$ cat src/rtl/pipelined_madd.sv
// Four-stage unsigned a*b*c+d pipeline with valid/ready handshakes on both sides.
// Output backpressure stalls every stage at once; bubbles are carried, not squeezed out.
module pipelined_madd #(
  parameter int unsigned WIDTH       = 8,
  parameter int unsigned COUNT_WIDTH = 8
) (
  input  logic                   clk,
  input  logic                   reset,
  input  logic                   in_valid,
  output logic                   in_ready,
  input  logic [WIDTH-1:0]       a,
  input  logic [WIDTH-1:0]       b,
  input  logic [WIDTH-1:0]       c,
  input  logic [WIDTH-1:0]       d,
  output logic                   out_valid,
  input  logic                   out_ready,
  output logic [3*WIDTH:0]       out_data,
  output logic [COUNT_WIDTH-1:0] result_count,
  output logic                   busy
);

  localparam int unsigned RW = 3 * WIDTH + 1;

  logic en;
  logic accept;

  logic                   s0_valid_q, s0_valid_d;
  logic [WIDTH-1:0]       s0_a_q, s0_a_d, s0_b_q, s0_b_d, s0_c_q, s0_c_d, s0_d_q, s0_d_d;
  logic                   s1_valid_q, s1_valid_d;
  logic [2*WIDTH-1:0]     s1_prod_q, s1_prod_d;
  logic [WIDTH-1:0]       s1_c_q, s1_c_d, s1_d_q, s1_d_d;
  logic                   s2_valid_q, s2_valid_d;
  logic [3*WIDTH-1:0]     s2_prod_q, s2_prod_d;
  logic [WIDTH-1:0]       s2_d_q, s2_d_d;
  logic                   out_valid_q, out_valid_d;
  logic [RW-1:0]          out_data_q, out_data_d;
  logic [COUNT_WIDTH-1:0] count_q, count_d;

  assign en       = !out_valid_q || out_ready;
  assign accept   = in_valid && en;
  assign in_ready = en;

  always_comb begin
    s0_valid_d  = s0_valid_q;
    s0_a_d      = s0_a_q;
    s0_b_d      = s0_b_q;
    s0_c_d      = s0_c_q;
    s0_d_d      = s0_d_q;
    s1_valid_d  = s1_valid_q;
    s1_prod_d   = s1_prod_q;
    s1_c_d      = s1_c_q;
    s1_d_d      = s1_d_q;
    s2_valid_d  = s2_valid_q;
    s2_prod_d   = s2_prod_q;
    s2_d_d      = s2_d_q;
    out_valid_d = out_valid_q;
    out_data_d  = out_data_q;
    count_d     = count_q;

    if (en) begin
      // Data registers load freely; only the valid bits qualify them.
      s0_valid_d  = accept;
      s0_a_d      = a;
      s0_b_d      = b;
      s0_c_d      = c;
      s0_d_d      = d;
      s1_valid_d  = s0_valid_q;
      s1_prod_d   = {{WIDTH{1'b0}}, s0_a_q} * {{WIDTH{1'b0}}, s0_b_q};
      s1_c_d      = s0_c_q;
      s1_d_d      = s0_d_q;
      s2_valid_d  = s1_valid_q;
      s2_prod_d   = {{WIDTH{1'b0}}, s1_prod_q} * {{(2*WIDTH){1'b0}}, s1_c_q};
      s2_d_d      = s1_d_q;
      out_valid_d = s2_valid_q;
      // A bubble must not clobber the last delivered result.
      if (s2_valid_q) begin
        out_data_d = {1'b0, s2_prod_q} + {{(2*WIDTH+1){1'b0}}, s2_d_q};
      end
    end

    if (out_valid_q && out_ready) begin
      count_d = count_q + {{(COUNT_WIDTH-1){1'b0}}, 1'b1};
    end
  end

  always_ff @(posedge clk) begin
    if (reset) begin
      s0_valid_q  <= 1'b0;
      s0_a_q      <= '0;
      s0_b_q      <= '0;
      s0_c_q      <= '0;
      s0_d_q      <= '0;
      s1_valid_q  <= 1'b0;
      s1_prod_q   <= '0;
      s1_c_q      <= '0;
      s1_d_q      <= '0;
      s2_valid_q  <= 1'b0;
      s2_prod_q   <= '0;
      s2_d_q      <= '0;
      out_valid_q <= 1'b0;
      out_data_q  <= '0;
      count_q     <= '0;
    end else begin
      s0_valid_q  <= s0_valid_d;
      s0_a_q      <= s0_a_d;
      s0_b_q      <= s0_b_d;
      s0_c_q      <= s0_c_d;
      s0_d_q      <= s0_d_d;
      s1_valid_q  <= s1_valid_d;
      s1_prod_q   <= s1_prod_d;
      s1_c_q      <= s1_c_d;
      s1_d_q      <= s1_d_d;
      s2_valid_q  <= s2_valid_d;
      s2_prod_q   <= s2_prod_d;
      s2_d_q      <= s2_d_d;
      out_valid_q <= out_valid_d;
      out_data_q  <= out_data_d;
      count_q     <= count_d;
    end
  end

  assign out_valid    = out_valid_q;
  assign out_data     = out_data_q;
  assign result_count = count_q;
  assign busy         = s0_valid_q || s1_valid_q || s2_valid_q || out_valid_q;

endmodule
$ cat config.mk
export PLATFORM = sky130hd
export DESIGN_NAME = pipelined_madd
export DESIGN_NICKNAME = d
export VERILOG_FILES = /design/src/rtl/pipelined_madd.sv
export SDC_FILE = /design/constraint.sdc
export NUM_CORES = 1
export LEC_CHECK = 0
export ABC_AREA = 1
export CAP_MARGIN = 20
export CORE_MARGIN = 2
export CORE_UTILIZATION = 25
export DETAILED_ROUTE_END_ITERATION = 16
export GPL_TIMING_DRIVEN = 0
export PLACE_DENSITY_LB_ADDON = 0.25
export SLEW_MARGIN = 10
export SYNTH_ARGS = -nofsm -noshare
export SYNTH_HDL_FRONTEND = slang
export SYNTH_SLANG_ARGS = --single-unit
$ cat constraint.sdc
create_clock -name clk -period 6.1 [get_ports clk]
set_clock_uncertainty 0.05 [all_clocks]
set_input_delay 1.22 -clock clk [delete_from_list [all_inputs] [get_ports clk]]
set_output_delay 1.22 -clock clk [all_outputs]
set_load 0.05 [all_outputs]
==> reports/results.txt <==
status: complete, no violations
crit-path cells: clkbuf_1, clkbuf_1, nand2_1, inv_1, fa_1, fa_1, fa_1, inv_1, fa_1, inv_1, ha_1, nand2_1, inv_1, a21oi_1, nand3_1, nand2_1, nand2_1, nand2_1, nand3_1, nand2_1, inv_1
die height: 230 microns
# IOs: 72
leading cell types by count after synthesis: inv_1 (455), nand2_1 (435), nor2_1 (209)
WL final: 35.1 mm
first-pass GRT wire length: 59.4 mm
post-synthesis net count: 2128
setup tns final: 0 ps
Sinks on Clock Net: 133
area delta synth->final: 16.6%
area share of the largest cell type after synthesis: 0.208
Distinct cells, synth: 40
pwr/cell area: 176 nW/um^2
Most used DFF post-synth: dfxtp_1
placed insts: 2624
worst-case vdd ir drop: 0.191 mV
HP Start: result_count[2]
Setup CP Type: flop to flop
fillers: 5541
hold buffer count at CTS: 0
fmax: 187 MHz
Critical Path Sink Type: flop
Hold Violations, Final: 0
worst hold path type: flop to flop
post-route ant nets: 0
Final Cell Area: 14900 sq um
RSZ-0062 raised after global routing: false
EDFF count, synth: 0
Crit Path Max Fanout: 10
LEAKAGE: 8.51 nW
GPL Wtd Cong: 0.839
Max Cap Violations: 0
# DRC: 0
Req. time, crit path: 6390 ps
Slew Limit Fails: 0
FFs w/ async S/R, synth: 0
number of cell rows: 82
Finished Layout Cells: 2656
clock slew at reported path FFs: 60 ps
most frequent CP cell: nand2_1
clk_lat worst skew: 450 ps
#FFs+latches synth: 133
critical path's largest stage delay: 600 ps
CP bufs+invs: 7
die width: 230 microns
Core ar.: 50400 sq um
# setup viols final: 0
number of gates resized after cts: 0
largest net degree at the start of global routing: 17
post-DP HPWL: 28.5 mm
Post-DP Area: 14400 sq um
Layout Nets: 2217
CP top delay family: adder cells
Yosys top cell by area: dfxtp_1
Worst Setup SP: s1_c_q[6]
n_diodes: 0
Synth Area per Inst: 6.81 sq um
Max Root-Sink Buffers: 2
CTS tree: done
Num CTS Buffers: 17
Initial Util: 0.254
Mapped Area: 12800 sq um
WP data arrival: 5650 ps
H-tree Lvls: 4
Congestion Overflow GR: 0
GRT Util Overall: 0.140
Root Driver: clkbuf_16
CP max stage cell: clkbuf_1
IO Port Bufs: 70
Period minus WS final: 5350 ps
DR WL/cell: 13.2 microns
r2r startpoint: s1_c_q[6]
Die ar.: 53100 sq um
vias in the first global route: 11428
Synthesis Warnings: 0
Slew @ Worst Pin: 692 ps
sequential share of the synthesized area: 0.208
total via count in the routed design: 11131
synthesized instance count: 1882
vias per cell: 4.19
post-place setup slack: 804 ps
share of cells above drive strength 1: 0.0489
Iter 0 DRT Violations: 493
cell with the most instances after synthesis: inv_1
slew margin rel.: 0.539
Post-CTS Setup Bufs: 0
initial antenna violation count: 0
Worst Setup Start Kind: flop
largest cells by area after synthesis: dfxtp_1 (21%), fa_1 (19%), inv_1 (13%)
Tcrit/Tclk final: 0.877
drt pass-1 iters: 5
Final WS setup: 748 ps
## layout by cell type, fill, tap and decap left out, types with 3 or more instances in the layout
cell             instances
dfxtp_1                133
nand2_1                435
nand2_2                  4
o21ai_0                107
o21ai_1                 15
inv_2                    6
nand3_2                  4
xor2_1                  19
clkbuf_1                57
xnor2_1                  6
fa_1                   121
nor2_1                 209
nand3_1                 73
o21bai_1                19
clkbuf_16               17
o21ai_2                  3
clkdlybuf4s50_1         70
inv_1                  455
clkinv_2                 5
a31oi_1                  4
nor3_1                  15
nor2_2                  12
inv_6                    3
buf_6                   16
buf_2                   10
ha_1                    89
nand4_1                  9
a21oi_1                 42
## area by class of cell
| cell class | instances | area (sq um) | area share |
|---|---|---|---|
| multi-input combinational | 1198 | 7940 | 0.531 |
| sequential | 133 | 2660 | 0.178 |
| inverter | 463 | 1740 | 0.117 |
| tap | 672 | 841 | 0.0563 |
| timing repair buffer | 70 | 701 | 0.0469 |
| buffer | 88 | 472 | 0.0316 |
| clock buffer | 18 | 439 | 0.0294 |
| clock inverter | 14 | 150 | 0.0100 |
## through the flow
step	hold WS (ps)	util	total power, mW
2_1_floorplan	399	-	1.41
3_3_place_gp	407	0.285	1.60
3_5_place_dp	413	0.285	1.61
4_1_cts	422	0.297	2.66
5_1_grt	457	0.297	2.78
6_report	422	0.297	2.63
## layer usage
layer / track usage / vias up / share of wire
met3: 0.0196 / 25 / 0.030
met1: 0.184 / 5220 / 0.49
met2: 0.241 / 158 / 0.47
met5: 0 / - / 0
met4: 0.0335 / 0 / 0.013
li1: - / 5728 / -
## path summary, 6_finish.rpt
kind	endpoint	slack [ps]	cells after the start
worst max-delay path	s2_prod_q[20]	750	21
worst min-delay path	result_count[2]	420	2
worst max register to register	s2_prod_q[20]	750	21
worst min register to register	result_count[2]	420	2
## state kept, by name, summed over array words and instances, names as in the netlist
name and count:
out_data 25, s2_prod_q 24, s1_prod_q 16, result_count 8
s0_a_q 8, s0_b_q 8, s0_c_q 8, s0_d_q 8
s1_c_q 8, s1_d_q 8, s2_d_q 8, out_valid 1
s0_valid_q 1, s1_valid_q 1, s2_valid_q 1
## worst register-to-register path, cell delays in order (launching register included)
cell and delay [ps]:
dfxtp_1 300, clkbuf_1 480, clkbuf_1 600, nand2_1 100, inv_1 110, fa_1 450, fa_1 520, fa_1 550
inv_1 60, fa_1 530, inv_1 40, ha_1 350, nand2_1 180, inv_1 60, a21oi_1 240, nand3_1 210
nand2_1 130, nand2_1 60, nand2_1 60, nand3_1 60, nand2_1 60, inv_1 30
## power by group
group	internal, mW	switching [mW]	total (mW)
Clock	0.616	0.431	1.05
Sequential	0.926	0.0341	0.960
Combinational	0.219	0.400	0.619
## cell families after synthesis
group	after synthesis	synth area share
simple gates	769	0.244
buf+inv	551	0.173
fa+ha+maj	210	0.276
compound gates	194	0.0820
flops	133	0.208
xor+xnor	25	0.0171
(Power assumes the default switching activity.)
